--- config.mk ---
export PLATFORM = sky130hd
export DESIGN_NAME = instruction_fetch
export DESIGN_NICKNAME = d
export VERILOG_FILES = /design/src/rtl/pipeline_pkg.sv /design/src/rtl/fetch_skid_buffer.sv /design/src/rtl/instruction_fetch.sv
export SDC_FILE = /design/constraint.sdc
export NUM_CORES = 1
export LEC_CHECK = 0
export ABC_CLOCK_PERIOD_IN_PS = 2260
export CAP_MARGIN = 20
export CORE_MARGIN = 5
export CORE_UTILIZATION = 40
export DETAILED_ROUTE_END_ITERATION = 8
export PLACE_DENSITY = 0.65
export RECOVER_POWER = 25
export REMOVE_ABC_BUFFERS = 1
export SYNTH_ARGS = -nofsm -noshare
export SYNTH_HDL_FRONTEND = slang
export SYNTH_SLANG_ARGS = --single-unit
--- constraint.sdc ---
create_clock -name clock -period 2.26 [get_ports clock]
set_input_delay 0.452 -clock clock [delete_from_list [all_inputs] [get_ports clock]]
set_output_delay 0.452 -clock clock [all_outputs]
set_load 0.03 [all_outputs]
--- src/rtl/pipeline_pkg.sv ---
// Shared pipeline constants: instruction fields, bubble word,
// opcodes seen by decode and the fetch FSM state encodings.
package pipeline_pkg;

  localparam int PC_W    = 8;
  localparam int INSTR_W = 20;
  localparam int OPC_HI  = 19;
  localparam int OPC_LO  = 16;

  localparam logic [3:0] OP_ADD = 4'b0000;
  localparam logic [3:0] OP_SUB = 4'b0001;
  localparam logic [3:0] OP_LD  = 4'b0100;
  localparam logic [3:0] OP_ST  = 4'b0101;
  localparam logic [3:0] OP_BR  = 4'b1000;
  localparam logic [3:0] OP_JMP = 4'b1001;
  localparam logic [3:0] OP_NOP = 4'b1010;

  localparam logic [INSTR_W-1:0] NOP_WORD =
    {OP_NOP, {(INSTR_W-4){1'b0}}};

  localparam logic [PC_W-1:0] RESET_PC_DEF = '0;

  typedef enum logic [1:0] {
    FETCH_FILL = 2'b00,
    FETCH_RUN  = 2'b01,
    FETCH_HOLD = 2'b10
  } fetch_state_t;

  function automatic logic [3:0] opcode_of(
    input logic [INSTR_W-1:0] w
  );
    return w[OPC_HI:OPC_LO];
  endfunction

endpackage

--- src/rtl/fetch_skid_buffer.sv ---
// One-entry {word,pc} holding register that catches the
// imem read still in flight when decode stalls.
module fetch_skid_buffer #(
  parameter int AW = 8,
  parameter int IW = 20
) (
  input  logic          clock,
  input  logic          reset,
  input  logic          load,
  input  logic          clear,
  input  logic [IW-1:0] word_in,
  input  logic [AW-1:0] pc_in,
  output logic          valid,
  output logic [IW-1:0] word,
  output logic [AW-1:0] pc
);

  // clear wins over load so a flush can never keep stale data
  always_ff @(posedge clock) begin
    if (reset) begin
      valid <= 1'b0;
      word  <= '0;
      pc    <= '0;
    end else if (clear) begin
      valid <= 1'b0;
    end else if (load) begin
      valid <= 1'b1;
      word  <= word_in;
      pc    <= pc_in;
    end
  end

endmodule

--- src/rtl/instruction_fetch.sv ---
// IF stage: owns the PC, drives imem and presents the
// registered IF/ID word to decode with stall and redirect.
module instruction_fetch
  import pipeline_pkg::*;
#(
  parameter int ADDR_WIDTH = PC_W,
  parameter int INSTR_WIDTH = INSTR_W,
  parameter logic [ADDR_WIDTH-1:0] RESET_PC = RESET_PC_DEF,
  parameter logic [INSTR_WIDTH-1:0] NOP_INSTR = NOP_WORD
) (
  input  logic                   clock,
  input  logic                   reset,
  output logic [ADDR_WIDTH-1:0]  imem_addr,
  input  logic [INSTR_WIDTH-1:0] imem_rdata,
  input  logic                   stall,
  input  logic                   redirect_valid,
  input  logic [ADDR_WIDTH-1:0]  redirect_pc,
  output logic [INSTR_WIDTH-1:0] instruction,
  output logic [ADDR_WIDTH-1:0]  instr_pc,
  output logic                   instr_valid
);

  fetch_state_t state, state_n;

  logic [ADDR_WIDTH-1:0]  pc, pc_n;
  logic [ADDR_WIDTH-1:0]  req_pc, req_pc_n;
  logic [INSTR_WIDTH-1:0] ins_n;
  logic [ADDR_WIDTH-1:0]  ipc_n;
  logic                   ival_n;

  logic                   skid_load;
  logic                   skid_clear;
  logic                   skid_valid;
  logic [INSTR_WIDTH-1:0] skid_word;
  logic [ADDR_WIDTH-1:0]  skid_pc;

  assign imem_addr = pc;

  fetch_skid_buffer #(
    .AW(ADDR_WIDTH),
    .IW(INSTR_WIDTH)
  ) u_skid (
    .clock   (clock),
    .reset   (reset),
    .load    (skid_load),
    .clear   (skid_clear),
    .word_in (imem_rdata),
    .pc_in   (req_pc),
    .valid   (skid_valid),
    .word    (skid_word),
    .pc      (skid_pc)
  );

  // fetch FSM state register
  always_ff @(posedge clock) begin
    if (reset) begin
      state <= FETCH_FILL;
    end else begin
      state <= state_n;
    end
  end

  // next state, PC issue, IF/ID next value and skid control
  always_comb begin
    state_n    = state;
    pc_n       = pc;
    req_pc_n   = req_pc;
    ins_n      = instruction;
    ipc_n      = instr_pc;
    ival_n     = instr_valid;
    skid_load  = 1'b0;
    skid_clear = 1'b0;
    if (redirect_valid) begin
      pc_n       = redirect_pc;
      skid_clear = 1'b1;
      ins_n      = NOP_INSTR;
      ipc_n      = '0;
      ival_n     = 1'b0;
      state_n    = FETCH_FILL;
    end else begin
      unique case (state)
        FETCH_FILL: begin
          if (!stall) begin
            req_pc_n = pc;
            pc_n     = pc + ADDR_WIDTH'(1);
            ins_n    = NOP_INSTR;
            ipc_n    = '0;
            ival_n   = 1'b0;
            state_n  = FETCH_RUN;
          end
        end
        FETCH_RUN: begin
          if (!stall) begin
            ins_n    = imem_rdata;
            ipc_n    = req_pc;
            ival_n   = 1'b1;
            req_pc_n = pc;
            pc_n     = pc + ADDR_WIDTH'(1);
          end else begin
            skid_load = 1'b1;
            state_n   = FETCH_HOLD;
          end
        end
        FETCH_HOLD: begin
          if (!stall) begin
            ins_n      = skid_word;
            ipc_n      = skid_pc;
            ival_n     = skid_valid;
            skid_clear = 1'b1;
            req_pc_n   = pc;
            pc_n       = pc + ADDR_WIDTH'(1);
            state_n    = FETCH_RUN;
          end
        end
        default: begin
          state_n = FETCH_FILL;
        end
      endcase
    end
  end

  // PC, in-flight address and IF/ID registers
  always_ff @(posedge clock) begin
    if (reset) begin
      pc          <= RESET_PC;
      req_pc      <= RESET_PC;
      instruction <= NOP_INSTR;
      instr_pc    <= '0;
      instr_valid <= 1'b0;
    end else begin
      pc          <= pc_n;
      req_pc      <= req_pc_n;
      instruction <= ins_n;
      instr_pc    <= ipc_n;
      instr_valid <= ival_n;
    end
  end

endmodule
======== After elaboration in Yosys (flattened, before gate mapping) ========
Index checks and enable logic that the tools add are counted.
cells by class
  add/sub/neg operators ................... 1
  eq/ne operators ......................... 8
  mux-type cells .......................... 24
  bitwise operators ....................... 3
  reductions and logical operators ........ 12
operators by type and width
  operator                                                                 count
  20-bit two-way mux                                                       3
  20-bit case mux with 3 select lines                                      1
  8-bit two-way mux                                                        6
  8-bit case mux with 3 select lines                                       1
  2-bit inequality test, second input constant                             5
  1-bit two-way mux                                                        9
  8-bit by 1-bit adder with 8-bit output, second input constant            1
  2-bit AND reduction                                                      3
  2-bit OR reduction                                                       3
  2-bit two-way mux                                                        2
  2-bit case mux with 2 select lines                                       1
  4-bit AND reduction                                                      1
  1-bit NOT                                                                3
  1-bit case mux with 3 select lines                                       1
  3-bit AND reduction                                                      1
  3-bit nonzero test                                                       1
  3-bit OR reduction                                                       1
  2-bit by 1-bit == test with 1-bit output, second input constant          1
  2-bit == test, second input constant                                     1
  2-bit logical NOT                                                        1
  2-bit by 1-bit inequality test with 1-bit output, second input constant  1
  2-bit nonzero test                                                       1
storage, ports and cells
  register bits after elaboration ......... 76
  bits of input ports ..................... 32
  output and inout bits ................... 37
  word-level logic and storage cells ...... 57

======== Depth between registers and ports, before layout ========
Gate-level depths: netlist of run 1.
  depth after elaboration ................. 5
  mapped depth ............................ 8
  depth with buffers taken out ............ 5

======== Cells and area by module ========
A second synthesis of run 1 with hierarchy kept.
unflattened totals
  cell total of the unflattened synthesis .. 387
  area, all modules ....................... 3,728.6 um^2
by module, submodules not included
  module             times used  cells each  area an instance (um^2)  seq. area each (um^2)
  instruction_fetch  1           256         2,293.4                  940.9
  fetch_skid_buffer  1           131         1,435.1                  580.6

======== Worst setup path after synthesis of run 1 ========
Ideal clock, no wire load.
  path type ............................... register to register
  from .................................... reg pc[0], in the netlist imem_addr[0]
  to ...................................... reg pc[4], in the netlist imem_addr[4]
  setup time .............................. 0.091 ns
  data arrival time ....................... 1.685 ns
  data required time ...................... 2.169 ns
  path slack .............................. 0.484 ns
  stages on the path, launching flop included .. 5
  buffers on the path ..................... 0
  period minus slack after synthesis ...... 1.776 ns
  cells stage by stage .................... dfxtp_1 -> ha_1 -> or3b_4 -> or3_1 -> a311oi_1
between the ends
  cells in the longest elaborated chain, start to end .. 4
RTL lines
  element                                 line                                                                        text
  start, declared                         instruction_fetch.sv:25                                                     logic [ADDR_WIDTH-1:0] pc, pc_n;
  start signal, assigned                  instruction_fetch.sv:131                                                    pc <= pc_n;
  8-bit by 1-bit adder with 8-bit output  instruction_fetch.sv:85, instruction_fetch.sv:98, instruction_fetch.sv:111
  8-bit two-way mux                       instruction_fetch.sv:83, instruction_fetch.sv:93, instruction_fetch.sv:105
  8-bit two-way mux                       n/a
  8-bit two-way mux                       instruction_fetch.sv:73                                                     if (redirect_valid) begin
Every way passes these cells. The select of a mux whose other input is x is not followed.
A chain may end at the register's enable or synchronous reset.

======== Worst setup path in the final report of run 1 ========
  from .................................... reg pc[0], in the netlist imem_addr[0]
  to ...................................... out imem_addr[0]
RTL lines
  element        line                     text
  end, declared  instruction_fetch.sv:13  output logic [ADDR_WIDTH-1:0] imem_addr,
No word-level cell between the ends.

==> reports/qor.txt, run 1 <==
Fillers: 782
# Post-CTS Setup Buffers: 0
Crit-path cells: clkdlybuf4s50_1
Count of cell types in the netlist: 37
Leakage: 1.39 nW
Global route overflow: 0
CP peak stage delay: 730 ps
DRC violations left: 0
Top FF cell, synth: dfxtp_1
Ranking of synthesized cells by area: dfxtp_1, nand2_1, a21oi_1
Synth async-reset ratio: 0
Vias in the first global route: 2,934
Worst slew pin tran: 646 ps
Cell family with the largest share of critical-path delay: buffers and inverters
Layout cells sized above 1: 0.0757
FMAX: 509 MHz
DRT iter0 DRCs: 198
Area of the multi-input gates: 0.00157 mm²
CTS sink cnt: 76
Resized cells post-CTS: 0
Tcrit/Tclk final: 0.870
HP Class: reg -> reg
CP max FO: 6
Worst slew margin: 0.569
Final hold viol count: 0
First-pass GRT wire length: 14,100 µm
Floorplan row count: 33
Initial Util: 0.405
Min Tclk post-route: 1970 ps
Pre-antenna DRT Iters: 4
Clk Latency, worst-skew pair: 330 ps
Synth-to-Final Area Change: 30.9%
Total Power: 2.79 mW
Seq. cell area: 0.00152 mm²
Sequential area share after synthesis: 0.464
Initial antenna violation count: 0
Drt wl/cell: 15.6 µm
Synth Register Bits: 76
Die area: 0.0101 mm²
Worst path required time: 1810 ps
Leading area contributor after synthesis: dfxtp_1
Cell Area, Synth: 0.00328 mm²
WL final: 8630 µm
Power density over the cells: 650 mW/mm²
Total core area: 0.00809 mm²
RSZ-0062 raised after global routing: no
ANT nets after route: 0
Type of the worst setup path: reg -> out
GP Congestion: 0.830
Antenna Cells: 0
Max Slew Vio Count: 0
# IOs: 69
Syn_area_per_cell: 8.51 µm²
Die Y: 101 µm
Dpl cells: 539
Post-synth EDFFs: 0
Dpl hpwl: 5620 µm
Number of cells produced by synthesis: 385
Register clock-pin slew on the reported worst setup and hold paths: 70 ps
Worst EP arrival: 1510 ps
CP Buf/Inv Count: 1
Layout Utilization: 0.530
Worst setup EP type: output port
CP Launch Type: flip-flop
Largest net degree at the start of global routing: 41
Yosys warning count: 0
NumNets Final: 484
CTS tree: built
Inserted Clock Buffers: 9
Outcome: finished clean
Number of vias per cell: 5.55
Post-route insts no fill: 554
Clk buf depth: 2
Count of max-cap constraint violations: 0
Clock Skew: 9.37 ps
Vias: 3,075
H-tree depth: 3
Area share of the largest cell type after synthesis: 0.464
I/O Buffers: 68
Total track usage: 0.171
Final setup fails: 0
Max IR drop VDD: 0.396 mV
Hold buffers post-CTS: 0
Slowest CP cell: clkdlybuf4s50_1
Die X: 101 µm
Root buffer cell: clkbuf_8
## cell usage after synthesis, types with 6 or more instances
| master | number |
|---|---|
| a21oi_1 | 41 |
| a22oi_1 | 26 |
| buf_2 | 9 |
| clkbuf_1 | 24 |
| dfxtp_1 | 76 |
| ha_1 | 7 |
| inv_1 | 9 |
| nand2_1 | 78 |
| nor2_1 | 9 |
| o211ai_1 | 27 |
| o21ai_0 | 13 |
| o31ai_1 | 27 |
| or3_1 | 6 |
## power by group
part | internal (mW) | total, mW | switching [mW]
sequential | 1.36 | 1.38 | 0.0244
combinational | 0.120 | 0.278 | 0.159
clock | 0.647 | 1.12 | 0.477
## worst paths after layout
| path | start | endpoint | slack [ps] | cells past startpoint |
|---|---|---|---|---|
| max | imem_addr[0]$_SDFFE_PP0P_ | imem_addr[0] | 290 | 1 |
| min | u_skid.word[3]$_SDFFE_PP0P_ | u_skid.word[3]$_SDFFE_PP0P_ | 460 | 2 |
| max reg2reg | state[1]$_SDFFE_PP0P_ | u_skid.pc[3]$_SDFFE_PP0P_ | 340 | 7 |
| min reg2reg | u_skid.word[3]$_SDFFE_PP0P_ | u_skid.word[3]$_SDFFE_PP0P_ | 460 | 2 |
## through the flow
stage / hold slack, ps / area, µm² / TNS, ps / setup slack [ps]
global route: 475 / 4290 / 0 / 147
floorplan: 431 / 3120 / -7870 / -292
detailed placement: 447 / 4080 / 0 / 255
CTS: 459 / 4290 / 0 / 276
finish: 457 / 4290 / 0 / 294
global placement: 442 / 4080 / 0 / 261
## logic make-up after synthesis
group,after synthesis,share of synthesized area
xor gates and xnor gates,2,0.00535
and+or+nand+nor,106,0.141
adders and majority gates,7,0.0267
AOI/OAI and AO/OA,149,0.306
buffers and inverters,45,0.0573
DFF,76,0.464
## flip-flops by register name, summed over array words and instances (netlist names)
signal and flops:
u_skid.word 20, imem_addr 8, instr_pc 8, state 2
instr_valid 1, u_skid.pc 8, instruction 20, u_skid.valid 1
req_pc 8
## cells in the final DEF (no fill, tap or decap), types with 2 or more instances in the layout
master            n
nor4_1            2
ha_1              7
a211oi_1          2
a311oi_1          2
clkdlybuf4s50_1  67
nand3_1           2
nand2_1          78
dfxtp_1          76
a31oi_1           2
or3_1             6
bufinv_16         2
a21oi_1          41
o211ai_1         27
a22oi_1          26
o31ai_1          27
a22o_1            2
inv_1             9
buf_4            15
o31a_1            2
clkbuf_8         10
xnor2_1           2
nor2_1            8
o21ai_0          13
## area by class of cell
type                            instances  area share
Clock buffer                           11      0.0330
Clock inverter                          4      0.0172
Inverter                                9     0.00788
Multi-Input combinational cell        264       0.366
Sequential cell                        76       0.355
Tap cell                              105      0.0306
Timing Repair Buffer                   85       0.191
## per-layer routing
metal	vias up	track usage	share of wire
li1	1525	-	-
met1	1469	0.224	0.46
met2	79	0.281	0.47
met3	2	0.0388	0.063
met4	0	0.0497	0.0022
met5	-	0	0
## tightest hold or removal path: stages, from the launching register on
cell and delay (ps):
dfxtp_1 310, nand2_1 50, a21oi_1 50
(Power assumes the default switching activity.)
==> run 2: changes to the inputs <==
--- a/config.mk
+++ b/config.mk
@@ -9,6 +9,7 @@
 export CAP_MARGIN = 20
 export CORE_MARGIN = 5
 export CORE_UTILIZATION = 40
+export CTS_CLUSTER_DIAMETER = 200
 export DETAILED_ROUTE_END_ITERATION = 8
 export PLACE_DENSITY = 0.65
 export RECOVER_POWER = 25
==> results of run 2 <==
The final DEF is identical to that of run 1; final timing and power are the same.
